### src/rtl/axi_lite_pkg.sv
// Shared AXI4-Lite definitions: response codes, FSM state types and the
// byte-strobe merge helper used by the register file.
package axi_lite_pkg;

    localparam int RESP_W = 3;
    localparam logic [RESP_W-1:0] RESP_OKAY   = 3'd0;
    localparam logic [RESP_W-1:0] RESP_SLVERR = 3'd2;

    // Widest data bus the merge helper supports; callers zero-extend and truncate.
    localparam int MAX_DW = 1024;
    localparam int MAX_SW = MAX_DW / 8;

    typedef enum logic [1:0] {W_IDLE, W_WAIT_DATA, W_WAIT_ADDR, W_RESP} w_state_t;
    typedef enum logic {R_IDLE, R_RESP} r_state_t;

    function automatic logic [MAX_DW-1:0] apply_strb(input logic [MAX_DW-1:0] old_word,
                                                     input logic [MAX_DW-1:0] data,
                                                     input logic [MAX_SW-1:0] strb);
        logic [MAX_DW-1:0] merged;
        merged = old_word;
        for (int b = 0; b < MAX_SW; b++)
            if (strb[b]) merged[8*b +: 8] = data[8*b +: 8];
        return merged;
    endfunction

endpackage

### src/rtl/axi_lite_regfile.sv
// AXI4-Lite register file: NUM_REGS byte-strobed registers at BASE_ADDR + 4*i,
// independent write/read FSMs with registered handshakes, SLVERR on bad decode.
module axi_lite_regfile
    import axi_lite_pkg::*;
#(
    parameter int DATA_WIDTH = 32,
    parameter int ADDR_WIDTH = 8,
    parameter int RESP_WIDTH = 3,
    parameter int NUM_REGS   = 4,
    parameter int BASE_ADDR  = 0
) (
    input  logic                           s_axi_aclk,
    input  logic                           s_axi_aresetn,
    input  logic [ADDR_WIDTH-1:0]          s_axi_awaddr,
    input  logic                           s_axi_awvalid,
    output logic                           s_axi_awready,
    input  logic [DATA_WIDTH-1:0]          s_axi_wdata,
    input  logic [DATA_WIDTH/8-1:0]        s_axi_wstrb,
    input  logic                           s_axi_wvalid,
    output logic                           s_axi_wready,
    output logic [RESP_WIDTH-1:0]          s_axi_bresp,
    output logic                           s_axi_bvalid,
    input  logic                           s_axi_bready,
    input  logic [ADDR_WIDTH-1:0]          s_axi_araddr,
    input  logic                           s_axi_arvalid,
    output logic                           s_axi_arready,
    output logic [DATA_WIDTH-1:0]          s_axi_rdata,
    output logic [RESP_WIDTH-1:0]          s_axi_rresp,
    output logic                           s_axi_rvalid,
    input  logic                           s_axi_rready,
    output logic [NUM_REGS*DATA_WIDTH-1:0] regs_o
);

    localparam int STRB_W = DATA_WIDTH / 8;
    localparam int IDX_W  = (NUM_REGS > 1) ? $clog2(NUM_REGS) : 1;
    localparam logic [ADDR_WIDTH-1:0] BASE   = ADDR_WIDTH'(BASE_ADDR);
    localparam logic [ADDR_WIDTH-2:0] NREG   = (ADDR_WIDTH-1)'(NUM_REGS);
    localparam logic [RESP_WIDTH-1:0] OKAY   = RESP_WIDTH'(RESP_OKAY);
    localparam logic [RESP_WIDTH-1:0] SLVERR = RESP_WIDTH'(RESP_SLVERR);

    logic [NUM_REGS-1:0][DATA_WIDTH-1:0] regs;
    w_state_t                            w_state;
    r_state_t                            r_state;
    logic [ADDR_WIDTH-1:0]               aw_q;
    logic [DATA_WIDTH-1:0]               wdata_q;
    logic [STRB_W-1:0]                   wstrb_q;

    logic                                aw_hs, w_hs, commit, c_ok, r_ok;
    logic [ADDR_WIDTH-1:0]               c_addr;
    logic [DATA_WIDTH-1:0]               c_data;
    logic [STRB_W-1:0]                   c_strb;
    logic [IDX_W-1:0]                    c_idx, r_idx;

    // Borrow bit of the widened subtraction flags addr < BASE.
    function automatic logic addr_ok(input logic [ADDR_WIDTH-1:0] a);
        logic [ADDR_WIDTH:0] off;
        off = {1'b0, a} - {1'b0, BASE};
        return !off[ADDR_WIDTH] && (off[1:0] == 2'b00) && ({1'b0, off[ADDR_WIDTH-1:2]} < NREG);
    endfunction

    function automatic logic [IDX_W-1:0] addr_idx(input logic [ADDR_WIDTH-1:0] a);
        logic [ADDR_WIDTH-1:0] off;
        off = a - BASE;
        return off[IDX_W+1:2];
    endfunction

    assign regs_o = regs;

    // Commit merges whichever half was latched with whichever half is live.
    always_comb begin
        aw_hs  = s_axi_awvalid && s_axi_awready;
        w_hs   = s_axi_wvalid && s_axi_wready;
        c_addr = (w_state == W_WAIT_DATA) ? aw_q    : s_axi_awaddr;
        c_data = (w_state == W_WAIT_ADDR) ? wdata_q : s_axi_wdata;
        c_strb = (w_state == W_WAIT_ADDR) ? wstrb_q : s_axi_wstrb;
        commit = 1'b0;
        case (w_state)
            W_IDLE:      commit = aw_hs && w_hs;
            W_WAIT_DATA: commit = w_hs;
            W_WAIT_ADDR: commit = aw_hs;
            default:     commit = 1'b0;
        endcase
        c_ok  = addr_ok(c_addr);
        c_idx = addr_idx(c_addr);
        r_ok  = addr_ok(s_axi_araddr);
        r_idx = addr_idx(s_axi_araddr);
    end

    always_ff @(posedge s_axi_aclk or negedge s_axi_aresetn) begin
        if (!s_axi_aresetn) begin
            w_state       <= W_IDLE;
            s_axi_awready <= 1'b0;
            s_axi_wready  <= 1'b0;
            s_axi_bvalid  <= 1'b0;
            s_axi_bresp   <= '0;
            regs          <= '0;
            aw_q          <= '0;
            wdata_q       <= '0;
            wstrb_q       <= '0;
        end else if (commit) begin
            if (c_ok)
                regs[c_idx] <= DATA_WIDTH'(apply_strb(MAX_DW'(regs[c_idx]), MAX_DW'(c_data),
                                                      MAX_SW'(c_strb)));
            s_axi_bresp   <= c_ok ? OKAY : SLVERR;
            s_axi_bvalid  <= 1'b1;
            s_axi_awready <= 1'b0;
            s_axi_wready  <= 1'b0;
            w_state       <= W_RESP;
        end else begin
            case (w_state)
                W_IDLE: begin
                    if (aw_hs) begin
                        aw_q          <= s_axi_awaddr;
                        s_axi_awready <= 1'b0;
                        s_axi_wready  <= 1'b1;
                        w_state       <= W_WAIT_DATA;
                    end else if (w_hs) begin
                        wdata_q       <= s_axi_wdata;
                        wstrb_q       <= s_axi_wstrb;
                        s_axi_awready <= 1'b1;
                        s_axi_wready  <= 1'b0;
                        w_state       <= W_WAIT_ADDR;
                    end else begin
                        s_axi_awready <= 1'b1;
                        s_axi_wready  <= 1'b1;
                    end
                end
                W_RESP: begin
                    if (s_axi_bready) begin
                        s_axi_bvalid  <= 1'b0;
                        s_axi_awready <= 1'b1;
                        s_axi_wready  <= 1'b1;
                        w_state       <= W_IDLE;
                    end
                end
                default: ;
            endcase
        end
    end

    always_ff @(posedge s_axi_aclk or negedge s_axi_aresetn) begin
        if (!s_axi_aresetn) begin
            r_state       <= R_IDLE;
            s_axi_arready <= 1'b0;
            s_axi_rvalid  <= 1'b0;
            s_axi_rdata   <= '0;
            s_axi_rresp   <= '0;
        end else begin
            case (r_state)
                R_IDLE: begin
                    if (s_axi_arvalid && s_axi_arready) begin
                        s_axi_rdata   <= r_ok ? regs[r_idx] : '0;
                        s_axi_rresp   <= r_ok ? OKAY : SLVERR;
                        s_axi_rvalid  <= 1'b1;
                        s_axi_arready <= 1'b0;
                        r_state       <= R_RESP;
                    end else begin
                        s_axi_arready <= 1'b1;
                    end
                end
                R_RESP: begin
                    if (s_axi_rready) begin
                        s_axi_rvalid  <= 1'b0;
                        s_axi_arready <= 1'b1;
                        r_state       <= R_IDLE;
                    end
                end
                default: r_state <= R_IDLE;
            endcase
        end
    end

endmodule

### config.mk
export PLATFORM = sky130hd
export DESIGN_NAME = axi_lite_regfile
export DESIGN_NICKNAME = d
export VERILOG_FILES = /design/src/rtl/axi_lite_pkg.sv /design/src/rtl/axi_lite_regfile.sv
export SDC_FILE = /design/constraint.sdc
export NUM_CORES = 1
export LEC_CHECK = 0
export ABC_AREA = 1
export CAP_MARGIN = 20
export CORE_AREA = 2 2 161 163
export CTS_CLUSTER_SIZE = 30
export DETAILED_ROUTE_END_ITERATION = 12
export DIE_AREA = 0 0 163 165
export GPL_ROUTABILITY_DRIVEN = 0
export HOLD_SLACK_MARGIN = 0.06
export PLACE_DENSITY = 0.69
export SYNTH_ARGS = -nofsm -noshare
export SYNTH_HDL_FRONTEND = slang
export SYNTH_SLANG_ARGS = --single-unit
### constraint.sdc
create_clock -name s_axi_aclk -period 3.2 [get_ports s_axi_aclk]
set_input_delay 0.64 -clock s_axi_aclk [delete_from_list [all_inputs] [get_ports s_axi_aclk]]
set_output_delay 0.64 -clock s_axi_aclk [all_outputs]
set_load 0.03 [all_outputs]
## Word level (Yosys, flattened, before mapping)

Cells that the tools add are included.

- Output and inout bits: 171
- Latch bits: 0
- Memories: 0
- Flip-flop bits (word level): 218
- Word-level logic and storage cells: 104
- RAM bits: 0
- Bits in read-only memories: 0

- Reductions and logical operators: 21
- Shift-type cells: 0
- Muxes and demuxes: 51
- Bitwise gates (word level): 3
- Divide/modulo/power cells: 0
- Equality and inequality tests: 7
- $lt $le $gt $ge: 5
- $add $sub $neg: 0
- Multiply operators: 0

Operator list:

| operator | number |
|---|---|
| $mux W32 | 5 |
| $bmux W32 S2 | 2 |
| $bwmux W128 | 1 |
| $mux W8 | 13 |
| $demux W32 S2 | 1 |
| $mux W1 | 15 |
| $lt A6 B3 Y1 const B | 2 |
| $mux W2 | 6 |
| $pmux W1 S2 | 5 |
| $reduce_and A2 Y1 | 5 |
| $logic_and A1 B1 Y1 | 7 |
| $logic_not A2 Y1 | 3 |
| $lt A2 B3 Y1 const B | 2 |
| $reduce_and A3 Y1 | 2 |
| $eq A2 B2 Y1 const B | 2 |
| $mux W4 | 1 |
| $ne A2 B2 Y1 const B | 2 |
| $ne A4 B4 Y1 const B | 1 |
| $pmux W2 S2 | 1 |
| $reduce_and A4 Y1 | 1 |
| $reduce_bool A2 Y1 | 2 |
| $ne A3 B3 Y1 const B | 1 |
| $not A1 Y1 | 3 |
| $pmux W1 S3 | 1 |
| 3 further kinds | 3 |

## Logic depth before layout (Yosys ltp)

- Depth in word-level cells: 8
- Mapped depth: 12

## Worst setup path before layout

No wires, ideal clock.

- Path type: input to register
- Start point: in s_axi_awvalid
- End point: reg regs (netlist bit regs_o[99])
- Buffers on the path: 1
- Path slack: 1353 ps
- Library setup time: 118 ps
- Cell stages on the path: 12
- Required time: 3082 ps
- Arrival: 1729 ps
- Cell sequence: nand2_1 > nor2_1 > inv_1 > nand2_1 > nand2_1 > inv_1 > nand2_4 > nor2_4 > inv_2 > buf_2 > nand2_1 > nand2_1

- Cells in the longest elaborated chain, start to end: 4

Ends and longest elaborated chain:

| element | RTL line | RTL |
|---|---|---|
| start, declared | axi_lite_regfile.sv:15 | `input logic s_axi_awvalid,` |
| $logic_and A1 B1 Y1 * | axi_lite_regfile.sv:71 | `aw_hs = s_axi_awvalid && s_axi_awready;` |
| $logic_and A1 B1 Y1 | axi_lite_regfile.sv:78 | `W_IDLE: commit = aw_hs && w_hs;` |
| $pmux W1 S3 * | axi_lite_regfile.sv:77 | `case (w_state)` |
| $reduce_and A2 Y1 (no line) * | n/a |  |
| end signal, assigned by index | axi_lite_regfile.sv:102 | `regs[c_idx] <= DATA_WIDTH'(apply_strb(MAX_DW'(regs[c_idx]), MAX_DW'(c_data),` |
| end, declared | axi_lite_regfile.sv:41 | `logic [NUM_REGS-1:0][DATA_WIDTH-1:0] regs;` |

Mark *: on every way between the ends. The rest lies on a longest branch, timed or not.
A chain may end at the register's enable or synchronous reset.

## Worst setup path in the final report

- Start point: reg w_state[1]
- End point: reg regs (netlist bit regs_o[103])

- Cells in the longest elaborated chain, start to end: 8
- Elaborated cells on any way between the ends: 22
- Those cells by class: order compare: 3; eq/ne: 2; mux: 12; reduce/logical: 5

Ends and longest elaborated chain:

| element | RTL line | RTL |
|---|---|---|
| start, declared | axi_lite_regfile.sv:42 | `w_state_t w_state;` |
| start signal, assigned | axi_lite_regfile.sv:91 | `w_state <= W_IDLE;` |
| start signal, assigned | axi_lite_regfile.sv:108 | `w_state <= W_RESP;` |
| start signal, assigned | axi_lite_regfile.sv:116 | `w_state <= W_WAIT_DATA;` |
| $eq A2 B1 Y1 | axi_lite_regfile.sv:73, axi_lite_regfile.sv:77 |  |
| $mux W8 | axi_lite_regfile.sv:73 | `c_addr = (w_state == W_WAIT_DATA) ? aw_q : s_axi_awaddr;` |
| $bmux W32 S2 | axi_lite_regfile.sv:102 |  |
| $mux W32 (not written as such) | axi_lite_regfile.sv:102 |  |
| $mux W8 | axi_lite_pkg.sv:22 | `if (strb[b]) merged[8*b +: 8] = data[8*b +: 8];` |
| $mux W8 | axi_lite_regfile.sv:101 | `if (c_ok)` |
| $mux W8 | axi_lite_regfile.sv:100 | `end else if (commit) begin` |
| $bwmux W128 | axi_lite_regfile.sv:102 |  |

Parallel ways exist; a longest one is shown, timed or not. The select of a mux whose other input is x is not followed.

==> results.json <==
{
  "fin_crit_ps": 2480,
  "place_inst": 1959,
  "drt-wirelength-per-cell_um": 19.0,
  "synth_compound_area_frac": 0.0697,
  "grt.total_usage": 0.284,
  "viasPerCell": 5.60,
  "combPwrFrac": 0.386,
  "synth.distinct_cells": 28,
  "cap_violations": 0,
  "n_antenna_cell": 0,
  "critPathLaunchType": "flip-flop",
  "rows": 58,
  "clock_path_buffers": 3,
  "yosysTopAreaCellShare": 0.477,
  "rr_endpoint": "regs_o[103]$_DFFE_PN0P_",
  "yosysTopAreaCell": "dfrtp_1",
  "ys_async_sr_fraction": 1.00,
  "worst_slack_ps": 724,
  "cts_buffers": 26,
  "synth-xor-area-share": 0,
  "grt_pass1_wl_mm": 59.6,
  "cts_root_buf": "clkbuf_16",
  "syn_area_um2": 11200,
  "synth_area_leaders": "dfrtp_1 48%, nand2_1 20%, nand3_1 15%, mux2_2 3.6%, a32o_1 2.9%",
  "clock-sinks": 214,
  "p_clk_frac": 0.278,
  "power_switching_mw": 4.47,
  "core_area_um2": 25000,
  "synth_seq_cells": 214,
  "grt_max_degree": 83,
  "cts_tree": "yes",
  "die_h_um": 165,
  "ant_nets": 0,
  "syn_avg_cell_area_um2": 7.63,
  "ff2ff_setup_slack_ps": 720,
  "htreeDepth": 1,
  "post-route-period-util": 0.774,
  "clk_pin_slew_ps": 60,
  "p_int_mw": 6.35,
  "rsz0062_at_grt": "false",
  "path_class": "reg2reg",
  "start_util": 0.448,
  "synthAdderAreaFrac": 0,
  "ys.flop_type": "dfrtp_1",
  "crit_arrival_ps": 2900,
  "dp_slack_ps": 340,
  "vias": 11200,
  "status": "completed",
  "muxShareOfSynthArea": 0.0361,
  "syn_to_final_growth_pct": 30.3,
  "yosys_warnings": 0,
  "power_density_nw_per_um2": 741,
  "drtIter0Drc": 1178,
  "tns_ps": 0,
  "synth_cells": 1469,
  "synth_top_family_by_area": "simple AND/OR/NAND/NOR gates",
  "fin_skew_ps": 12.1,
  "cp-end-kind": "flip-flop",
  "max_slew.worst_pin.slew_ps": 813,
  "drc": 0,
  "synthSimpleGateAreaFrac": 0.364,
  "drive_gt1_frac": 0.0835,
  "hold_viol_final": 0,
  "instances_no_fill": 2006,
  "ys_seq_area_frac": 0.477,
  "total_power_mw": 10.8,
  "r2r_start": "w_state[1]$_DFFE_PN0P_",
  "grt-ovfl-total": 0,
  "swShare": 0.413,
  "hold_path_class": "in2async",
  "rr_worst_depth": 9,
  "max_freq_mhz": 404,
  "cts_setup_buffers": 0,
  "fin_nets": 1716,
  "filler_cell_count": 2284,
  "slew_viol_final": 0,
  "dieArea_um2": 26900,
  "hpwl_mm": 24.9,
  "vdd_drop_max_v": 0.000568,
  "crit_required_ps": 3620,
  "max-slew-margin-rel": 0.458,
  "holdWs_ps": 88.9,
  "grt_pass1_vias": 10500,
  "cts_hold_buffers": 0,
  "cp_max_fo": 32,
  "finalSetupViolCount": 0,
  "first_pass_iters": 6,
  "clk_latency_ps": 530,
  "p_seq_frac": 0.336,
  "portBuffers": 225,
  "cts_resized": 0,
  "pin_count": 230,
  "antenna_found_initial": 0,
  "wl_mm": 38.2,
  "leakage_nw": 6.95,
  "die_w_um": 163,
  "synth-edff-count": 0
}
-- sequential cells by signal, summed over array words and instances (netlist names), 2 cells and up --
name / flops
aw_q: 8
regs_o: 128
wstrb_q: 4
wdata_q: 32
s_axi_rdata: 32
w_state: 2
-- cell type report --
| class | instances | area [µm²] | share of cell area |
|---|---|---|---|
| clock buffer | 38 | 777 | 0.0532 |
| inverter | 37 | 139 | 0.00951 |
| tap | 330 | 413 | 0.0283 |
| multi-input combinational | 1123 | 5310 | 0.363 |
| sequential | 214 | 5360 | 0.367 |
| clock inverter | 9 | 101 | 0.00694 |
| timing repair buffer | 255 | 2510 | 0.172 |
-- worst max-delay path by stage --
stage | from | to | slack, ps | cells after the start
3_5_place_dp | s_axi_awvalid | regs_o[103]$_DFFE_PN0P_ | 340 | 12
4_1_cts | w_state[1]$_DFFE_PN0P_ | regs_o[106]$_DFFE_PN0P_ | 750 | 9
2_1_floorplan | s_axi_awvalid | regs_o[99]$_DFFE_PN0P_ | 1350 | 12
3_3_place_gp | s_axi_awvalid | regs_o[83]$_DFFE_PN0P_ | 400 | 12
5_1_grt | w_state[1]$_DFFE_PN0P_ | regs_o[95]$_DFFE_PN0P_ | 470 | 10
6_report | w_state[1]$_DFFE_PN0P_ | regs_o[103]$_DFFE_PN0P_ | 720 | 9
-- power groups by stage --
stage / combinational [mW] / sequential, mW / clock [mW]
after floorplan: 2.29 / 3.96 / 0
after global routing: 4.53 / 3.70 / 3.16
after global placement: 4.04 / 3.66 / 0
after detailed placement: 4.11 / 3.67 / 0
after CTS: 4.12 / 3.63 / 3.04
final: 4.17 / 3.64 / 3.01
-- synthesized netlist by cell type (all sizes together), types with 25 or more instances --
master and n:
a21oi 43, a32o 32, buf 58, clkbuf 40, dfrtp 214, inv 36
mux2 36, nand2 609, nand3 325, nor2 25, o21ai 41
-- metrics by stage --
step           cell area, µm²   util
6_report                14600  0.584
3_3_place_gp            13700  0.548
5_1_grt                 14600  0.584
3_5_place_dp            13700  0.548
4_1_cts                 14600  0.584
2_1_floorplan           11200      -
-- cell families (layout without fill, tap and decap cells) --
logic type / Yosys count / after routing
muxes: 36 / 36
buffers and inverters: 135 / 339
other: 1 / 4
AOI/OAI and AO/OA: 119 / 119
DFF: 214 / 214
and+or+nand+nor: 964 / 964
-- critical path, cell delays in order (launching register included) --
cell and delay [ps]:
dfrtp_1 450, clkinv_1 170, nand2_2 200, nand2_2 90
nand2_2 360, nand2_1 170, nor2_4 310, inv_2 370
nand2_1 160, nand2_1 70
-- cells in the final DEF, fill, tap and decap left out, types with 12 or more instances in the layout --
cell type / instances
dfrtp_1: 214
nand2_1: 604
a21oi_1: 43
o21ai_0: 36
clkbuf_16: 27
clkdlybuf4s50_1: 223
buf_4: 27
mux2_2: 36
a32o_1: 32
inv_2: 12
inv_1: 24
nor2_1: 21
nand3_1: 322
-- routing by layer --
metal,vias up,GRT usage,routed length (µm)
met4,0,0.0877,979
met5,-,0,0
met1,5288,0.407,16200
li1,5261,-,-
met2,608,0.430,16900
met3,67,0.0638,4050
Power figures use the tool's default switching activity.
